## src/rtl/regbank_pkg.sv

```systemverilog
// Shared types and defaults for the multi-read-port register bank.
package regbank_pkg;

    typedef enum logic {
        CLEAR = 1'b0,
        RUN   = 1'b1
    } state_t;

    localparam int DATA_W_DEF = 32;
    localparam int ADDR_W_DEF = 5;
    localparam int NUM_RD_DEF = 2;

    function automatic int depth_of(input int addr_w);
        return 1 << addr_w;
    endfunction

endpackage

```

## src/rtl/regbank_rdport.sv

```systemverilog
// One read port of the register bank: ready gating, hardwired-zero entry and write bypass.
module regbank_rdport #(
    parameter int DATA_W   = 32,
    parameter int ADDR_W   = 5,
    parameter int ZERO_REG = 1,
    parameter int BYPASS   = 1
) (
    input  logic              ready,
    input  logic [ADDR_W-1:0] ra,
    input  logic              wr_en,
    input  logic [ADDR_W-1:0] wa,
    input  logic [DATA_W-1:0] din,
    input  logic [DATA_W-1:0] rdata,
    output logic [DATA_W-1:0] dr
);

    // Priority matters: the zero entry must win over bypass so a dropped write to 0 never leaks.
    always_comb begin
        dr = rdata;
        if (!ready) begin
            dr = '0;
        end else if ((ZERO_REG != 0) && (ra == '0)) begin
            dr = '0;
        end else if ((BYPASS != 0) && wr_en && (wa == ra)) begin
            dr = din;
        end
    end

endmodule

```

## src/rtl/regbank_mp.sv

```systemverilog
// Parametrised register bank with NUM_RD read ports, write bypass and a post-reset clear sequencer.
//   state | meaning
//   CLEAR | zeroing entry clr_idx each cycle; writes are dropped, reads return 0
//   RUN   | bank ready; writes land on the rising edge, reads are combinational
module regbank_mp
    import regbank_pkg::*;
#(
    parameter int DATA_W   = DATA_W_DEF,
    parameter int ADDR_W   = ADDR_W_DEF,
    parameter int NUM_RD   = NUM_RD_DEF,
    parameter int ZERO_REG = 1,
    parameter int BYPASS   = 1
) (
    input  logic                     clk,
    input  logic                     rst_n,
    input  logic                     wr_en,
    input  logic [ADDR_W-1:0]        wa,
    input  logic [DATA_W-1:0]        din,
    input  logic [NUM_RD*ADDR_W-1:0] ra,
    output logic [NUM_RD*DATA_W-1:0] dr,
    output logic                     ready,
    output logic                     drop
);

    localparam int DEPTH = depth_of(ADDR_W);

    state_t            state, state_d;
    logic [ADDR_W-1:0] clr_idx, clr_idx_d;
    logic              zero_hit;
    logic              wr_ok;
    logic              drop_d;

    logic [DATA_W-1:0] mem [DEPTH];

    assign zero_hit = (ZERO_REG != 0) && (wa == '0);
    assign wr_ok    = wr_en && (state == RUN) && !zero_hit;
    assign drop_d   = wr_en && ((state == CLEAR) || zero_hit);
    assign ready    = (state == RUN);

    // clr_idx parks at DEPTH-1 once the clear finishes rather than wrapping.
    always_comb begin
        state_d   = state;
        clr_idx_d = clr_idx;
        if (state == CLEAR) begin
            if (clr_idx == '1) begin
                state_d = RUN;
            end else begin
                clr_idx_d = clr_idx + 1'b1;
            end
        end
    end

    always_ff @(posedge clk or negedge rst_n) begin
        if (!rst_n) begin
            state   <= CLEAR;
            clr_idx <= '0;
            drop    <= 1'b0;
        end else begin
            state   <= state_d;
            clr_idx <= clr_idx_d;
            drop    <= drop_d;
        end
    end

    // The array has no reset; its contents are defined only by the clear sequence.
    always_ff @(posedge clk) begin
        if (state == CLEAR) begin
            mem[clr_idx] <= '0;
        end else if (wr_ok) begin
            mem[wa] <= din;
        end
    end

    for (genvar p = 0; p < NUM_RD; p++) begin : g_rd
        logic [ADDR_W-1:0] ra_p;
        assign ra_p = ra[p*ADDR_W +: ADDR_W];

        regbank_rdport #(
            .DATA_W  (DATA_W),
            .ADDR_W  (ADDR_W),
            .ZERO_REG(ZERO_REG),
            .BYPASS  (BYPASS)
        ) u_rdport (
            .ready(ready),
            .ra   (ra_p),
            .wr_en(wr_en),
            .wa   (wa),
            .din  (din),
            .rdata(mem[ra_p]),
            .dr   (dr[p*DATA_W +: DATA_W])
        );
    end

endmodule

```

## config.mk

```make
export PLATFORM = sky130hd
export DESIGN_NAME = regbank_mp
export DESIGN_NICKNAME = d
export VERILOG_FILES = /design/src/rtl/regbank_pkg.sv /design/src/rtl/regbank_rdport.sv /design/src/rtl/regbank_mp.sv
export SDC_FILE = /design/constraint.sdc
export NUM_CORES = 1
export LEC_CHECK = 0
export CAP_MARGIN = 5
export CORE_AREA = 2 2 355 357
export CTS_CLUSTER_DIAMETER = 40
export CTS_CLUSTER_SIZE = 16
export DETAILED_ROUTE_END_ITERATION = 10
export DIE_AREA = 0 0 357 359
export GPL_ROUTABILITY_DRIVEN = 0
export PLACE_DENSITY_LB_ADDON = 0.15
export SLEW_MARGIN = 10
export SYNTH_ARGS = -nofsm -noshare
export SYNTH_HDL_FRONTEND = slang
export SYNTH_SLANG_ARGS = --single-unit
```

## constraint.sdc

```tcl
create_clock -name clk -period 6.3 [get_ports clk]
set_input_delay 1.26 -clock clk [delete_from_list [all_inputs] [get_ports clk]]
set_output_delay 1.26 -clock clk [all_outputs]
set_load 0.03 [all_outputs]
```

# Word-level counts from Yosys, hierarchy flattened
# Memory sizes are Yosys's and may differ from the RTL's.
# Cells that the tools add are included.
[op_classes]
bitwise = 2
n_reduce_logical = 12
addsub = 1
eq_ne = 3
mux = 15
[ops]
columns = ["op", "n"]
rows = [
  ["2-to-1 mux 32 bit", 7],
  ["OR reduction 32 bit", 1],
  ["zero test 5 bit", 3],
  ["equality test 5 bit", 2],
  ["2-to-1 mux 1 bit", 7],
  ["adder 5 x 1 -> 5 bit (second input constant)", 1],
  ["equality test 5 bit (second input constant)", 1],
  ["logical AND 1 bit", 5],
  ["2-to-1 mux 5 bit", 1],
  ["NOT 1 bit", 2],
  ["AND reduction 2 bit", 1],
  ["zero test 1 bit", 1],
  ["logical OR 1 bit", 1],
]
[word_totals]
output_inout_bits = 66
ff_bits = 7
memories = 1
ramBits = 1024
input_bits = 50
word_cells = 37
[mem_list]
columns = ["name", "words", "word_bits", "read_ports", "rd_clocked_by_memory_dff", "wr", "line_no", "rtl"]
rows = [
  ["mem", 32, 32, 2, 0, 1, "regbank_mp.sv:33", "logic [DATA_W-1:0] mem [DEPTH];"],
]

# Depth between registers and ports, before layout
[logic_depth]
word_depth = 8
depth_mapped = 10
depth_no_buf = 6

# Cells and area by module
# A second synthesis with hierarchy kept.
[hier_totals]
hier_cells = 3751
hier_area_um2 = 50808.7
[modules_own_cells]
columns = ["mod", "seq_area_each_um2", "n_inst", "area_per_inst_um2", "cells_each"]
rows = [
  ["regbank_mp", 30924.7, 1, 49367.3, 3505],
  ["regbank_rdport", 0.0, 2, 720.7, 123],
]

# Worst setup path after synthesis
# OpenSTA, ideal clock, no wires.
[synth_timing]
kind = "input -> register"
startpoint = "input port wa[1]"
endpoint = "memory mem[16][0], enable pin"
path_slack_ns = 1.792
path_buffers = 3
cell_stages = 8
required_time_ns = 5.879
setup_time_ns = 0.421
arrival_ns = 4.087
cell_sequence = "buf_2 or4_1 o211a_1 buf_2 buf_6 nor4_2 a31oi_1 nor2_1"
[synth_between]
elab_chain_cells = 8
word_cells_on_any_way = 9
cone_classes = "mux: 5; reduce/logical: 4"
[synth_rtl]
columns = ["item", "line_no", "rtl"]
rows = [
  ["start: declaration", "regbank_mp.sv:17", "input logic [ADDR_W-1:0] wa,"],
  ["zero test 5 bit", "regbank_mp.sv:35", "assign zero_hit = (ZERO_REG != 0) && (wa == '0);"],
  ["zero test 1 bit", "regbank_mp.sv:36", "assign wr_ok = wr_en && (state == RUN) && !zero_hit;"],
  ["logical AND 1 bit", "regbank_mp.sv:36", ""],
  ["2-to-1 mux 1 bit", "regbank_mp.sv:69", "end else if (wr_ok) begin"],
  ["2-to-1 mux 1 bit", "regbank_mp.sv:67", "if (state == CLEAR) begin"],
  ["2-to-1 mux 1 bit (implied by the code)", "regbank_mp.sv:70", "mem[wa] <= din;"],
  ["OR reduction 32 bit (no source line)", "-", ""],
  ["2-to-1 mux 5 bit (no source line) or 2-to-1 mux 1 bit (tied branches)", "-", ""],
  ["end: declaration", "regbank_mp.sv:33", ""],
]
# Several ways; a longest one is shown, not always the timed one.

# Worst setup path in the final report
[layout_timing]
startpoint = "input port ra[1]"
endpoint = "output port dr[23]"
[layout_between]
elab_chain_cells = 5
word_cells_on_any_way = 7
cone_classes = "eq/ne: 1; mux: 3; reduce/logical: 2; memory: 1"
[layout_rtl]
columns = ["item", "line_no", "rtl"]
rows = [
  ["start: declaration", "regbank_mp.sv:19", "input logic [NUM_RD*ADDR_W-1:0] ra,"],
  ["branches (longest 3 deep; another with memory read (32 x 32 bit))", "-", ""],
  ["2-to-1 mux 32 bit (*)", "regbank_rdport.sv:22", "end else if ((ZERO_REG != 0) && (ra == '0)) begin"],
  ["2-to-1 mux 32 bit (*)", "regbank_rdport.sv:20", "if (!ready) begin"],
  ["end: declaration", "regbank_mp.sv:20", "output logic [NUM_RD*DATA_W-1:0] dr,"],
]
# Mark *: on every way between the ends.

==> summary.md <==
| Metric | Value |
|---|---|
| Outcome | completed |
| Clock sinks | 1,031 |
| Internal | 0.0132 W |
| Io pins | 116 |
| Slowest CP cell | o221ai_1 |
| CTS tree | built |
| Die Height | 359 microns |
| Simple-gate share of the synthesized area | 0.0271 |
| Kind of cell adding the most delay to the critical path | compound AO/OA/AOI/OAI gates |
| First-pass iteration count of the detailed router | 6 |
| Width of the chip | 357 microns |
| Crit path depth | 8 |
| Pin count of the biggest net entering global routing | 73 |
| Port buffer count | 115 |
| Initial antenna violation count | 11 |
| Synth Area in Compound Gates | 0.0693 |
| #FFs+latches synth | 1,031 |
| Antenna Nets Post-Route | 0 |
| Switching Fraction | 0.244 |
| Min cycle time layout | 5.66 ns |
| Core Region | 0.125 sq mm |
| Crit path to | dr[23] |
| Asr flop ratio synth | 0.00679 |
| Routed len/inst | 37.6 microns |
| Worst min path class | reg -> reg |
| Syn Area/Cell | 17.2 sq um |
| Post-synth EDFFs | 1,024 |
| Part of the power in registers | 0.433 |
| Synth top area share | 0.622 |
| Top_reg_cell synth | edfxtp_1 |
| CP Max Fanout | 31 |
| Setup TNS | 0 ns |
| Slew HR | 0.124 |
| GRT Total Usage | 0.281 |
| Vias/cell | 6.57 |
| WP data arrival | 4.40 ns |
| R2r startpoint | ready$_DFF_PN0_ |
| Crit share post-route | 0.899 |
| Setup Fix Bufs, Post-CTS | 0 |
| Final Hold Fails | 0 |
| Area of the multi-input gates | 0.0176 sq mm |
| Fraction of layout cells with a size suffix above 1 | 0.293 |
| Final Total Pwr | 0.0175 W |
| RSZ-0062 raised after global routing | no |
| Finish-stage setup viols | 0 |
| Reg2Reg Capture Point | mem[10][29]$_DFFE_PP_ |
| GR Overflow Total | 0 |
| Vias | 31,600 |
| Iter 0 DRT Violations | 4,011 |
| Worst-margin pin slew | 1.28 ns |
| Cell taking the most area after synthesis | edfxtp_1 |
| YS warnings | 0 |
| Cells after Synth | 2,876 |
| H-tree levels | 4 |
| Reg2Reg Depth | 5 |
| Leak | 21.1 nW |
| Worst vdd ir | 0.198 mV |
| Final core utilization | 0.473 |
| Cts repair resizes | 0 |
| Comb power frac | 0.095 |
| Max-Cap Viols | 0 |
| Crit path launch type | input port |
| Clock Latency Late Sink | 0.76 ns |
| Drt drc | 0 |
| Synth unique cells | 54 |
| Buf/Inv on CP | 3 |
| Register Area | 0.0309 sq mm |
| XOR/XNOR Fraction of Synth Area | 0.00230 |
| CP Capture Type | output port |
| Fin Clk Skew | 0.0200 ns |
| Largest stage delay, worst path | 0.87 ns |
| Pins Over Slew Limit | 0 |
| Post-synthesis adder-cell area fraction | 0.000506 |
| Multiplexer area fraction after synthesis | 0.250 |
| Commonest cells post-synth | edfxtp_1 (1,024), mux2i_1 (439), mux4_2 (317) |
| Global-route wire length before repair | 251,000 microns |
| Layout Nets | 3,102 |
| Power Dens Cells | 297 mW/mm^2 |
| Reg clk slew, reported paths | 0.05 ns |
| Most common cell in the netlist | edfxtp_1 |
| Final Non-Filler Cells | 4,816 |
| Initial Util | 0.397 |
| Kind of critical path | in -> out |
| Post-DP HPWL | 112,000 microns |
| Std-Cell Rows | 130 |
| # fillers | 10,400 |
| Mapped cell area | 0.0494 sq mm |
| Post-synthesis sequential area ratio | 0.625 |
| P&R area growth vs syn | 19.3% |
| Reg-to-reg slack, setup | 2.78 ns |
| CP required | 5.04 ns |
| Synth top area cells | edfxtp_1 (62%), mux4_2 (14%), mux2i_1 (8.9%) |
| Crit. Startpoint | ra[1] |
| Dpl cells | 4,556 |
| Die area | 0.128 sq mm |
| Hold_buf cts | 0 |
| Fin Hold WS | 0.644 ns |
| Final wirelength | 181,000 microns |
| CTS max path bufs | 3 |
| Vias in the first global route | 31,400 |
| TritonCTS Buffers | 142 |
| Clock root cell | clkbuf_16 |
| Net switching power | 0.00427 W |
| CP Cell Sequence | buf_6, buf_4, mux4_2, nor2b_1, o221ai_1, o2111ai_1, o211a_1, buf_12 |
| Fmax | 0.177 GHz |
| Largest family of logic cells by synthesized area | multiplexers |
| Clock power frac | 0.472 |
| Net count after synthesis | 2,928 |
[power by group through the flow]
| stage | clock network (W) | logic (W) | registers (W) |
|---|---|---|---|
| final | 0.00826 | 0.00166 | 0.00758 |
| after global routing | 0.00864 | 0.00171 | 0.00758 |
| after CTS | 0.00835 | 0.00165 | 0.00758 |
| after detailed placement | 0 | 0.00164 | 0.00773 |
| after global placement | 0 | 0.00163 | 0.00772 |
| after floorplan | 0 | 0.000869 | 0.00772 |
[worst min path at each step]
| stage | start | to | slack [ns] | depth (start not counted) |
|---|---|---|---|---|
| finish | clr_idx[3]$_DFFE_PN0P_ | clr_idx[3]$_DFFE_PN0P_ | 0.64 | 1 |
| detailed placement | clr_idx[3]$_DFFE_PN0P_ | clr_idx[3]$_DFFE_PN0P_ | 0.62 | 1 |
| CTS | clr_idx[3]$_DFFE_PN0P_ | clr_idx[3]$_DFFE_PN0P_ | 0.63 | 1 |
| floorplan | clr_idx[0]$_DFFE_PN0P_ | clr_idx[3]$_DFFE_PN0P_ | 0.61 | 2 |
| global placement | clr_idx[2]$_DFFE_PN0P_ | clr_idx[2]$_DFFE_PN0P_ | 0.61 | 1 |
| global route | clr_idx[3]$_DFFE_PN0P_ | clr_idx[3]$_DFFE_PN0P_ | 0.67 | 1 |
[layer usage]
metal | GRT usage | wire, microns | vias up
met3 | 0.0579 | 17000 | 428
met5 | 0 | 27 | -
li1 | - | - | 12500
met2 | 0.437 | 84000 | 1937
met4 | 0.130 | 9200 | 4
met1 | 0.381 | 71000 | 16800
[sequential cells by signal, indices dropped and copies added (netlist names)]
register  cells
mem        1024
clr_idx       5
drop          1
ready         1
[cells in the final DEF, fill, tap and decap left out, types with 5 or more instances in the layout]
| cell | count |
|---|---|
| inv_6 | 24 |
| nor3_1 | 8 |
| a41oi_1 | 33 |
| o221ai_1 | 61 |
| clkdlybuf4s50_1 | 41 |
| nand2b_1 | 6 |
| o221a_2 | 10 |
| o2111ai_1 | 8 |
| a21oi_1 | 28 |
| nor2_4 | 36 |
| o21ai_0 | 124 |
| and2_1 | 32 |
| nand3_1 | 40 |
| edfxtp_1 | 1024 |
| a22oi_1 | 62 |
| mux4_2 | 317 |
| clkbuf_16 | 143 |
| clkinv_1 | 9 |
| o211ai_1 | 10 |
| nor2_1 | 7 |
| clkinvlp_4 | 15 |
| o22ai_1 | 89 |
| buf_12 | 103 |
| buf_4 | 124 |
| a211o_1 | 8 |
| xor2_1 | 8 |
| clkinv_2 | 22 |
| nor2b_1 | 46 |
| o211a_1 | 22 |
| xnor2_1 | 5 |
| dfrtp_1 | 7 |
| o31ai_1 | 10 |
| clkinv_4 | 10 |
| bufinv_16 | 19 |
| clkbuf_1 | 7 |
| nand2_1 | 62 |
| mux2i_1 | 439 |
| a31oi_1 | 12 |
| mux2_2 | 66 |
[cells by family (layout without fill, tap and decap cells)]
family | Yosys count | after routing
AND/OR/NAND/NOR | 265 | 265
multiplexers | 825 | 825
adder cells (fa/ha/maj) | 2 | 2
XOR/XNOR | 13 | 13
AO/OA/AOI/OAI | 490 | 490
other | 0 | 1
flip-flops | 1031 | 1031
buffers and inverters | 250 | 539
[cell type report]
class	instances	area share
Multi-Input combinational cell	1595	0.298
Clock buffer	150	0.0611
Sequential cell	1031	0.524
Inverter	4	0.000255
Timing Repair Buffer	276	0.0591
Clock inverter	109	0.0221
Tap cell	1650	0.0350
Antenna cell	1	0.0000424
[metrics by stage]
step / cell area (sq um) / setup WS [ns]
6_report: 59000 / 0.639
5_1_grt: 59000 / 0.642
4_1_cts: 59000 / 0.720
3_5_place_dp: 54100 / 0.725
3_3_place_gp: 54100 / 0.751
2_1_floorplan: 49400 / 1.79
[worst register-to-register path, stage by stage (launching register included)]
cell and delay, ns:
dfrtp_1 0.64, o21ai_0 0.21, nor3b_1 0.41, a32oi_1 0.44
nor2_4 0.95, buf_4 0.52
(Power assumes the default switching activity.)
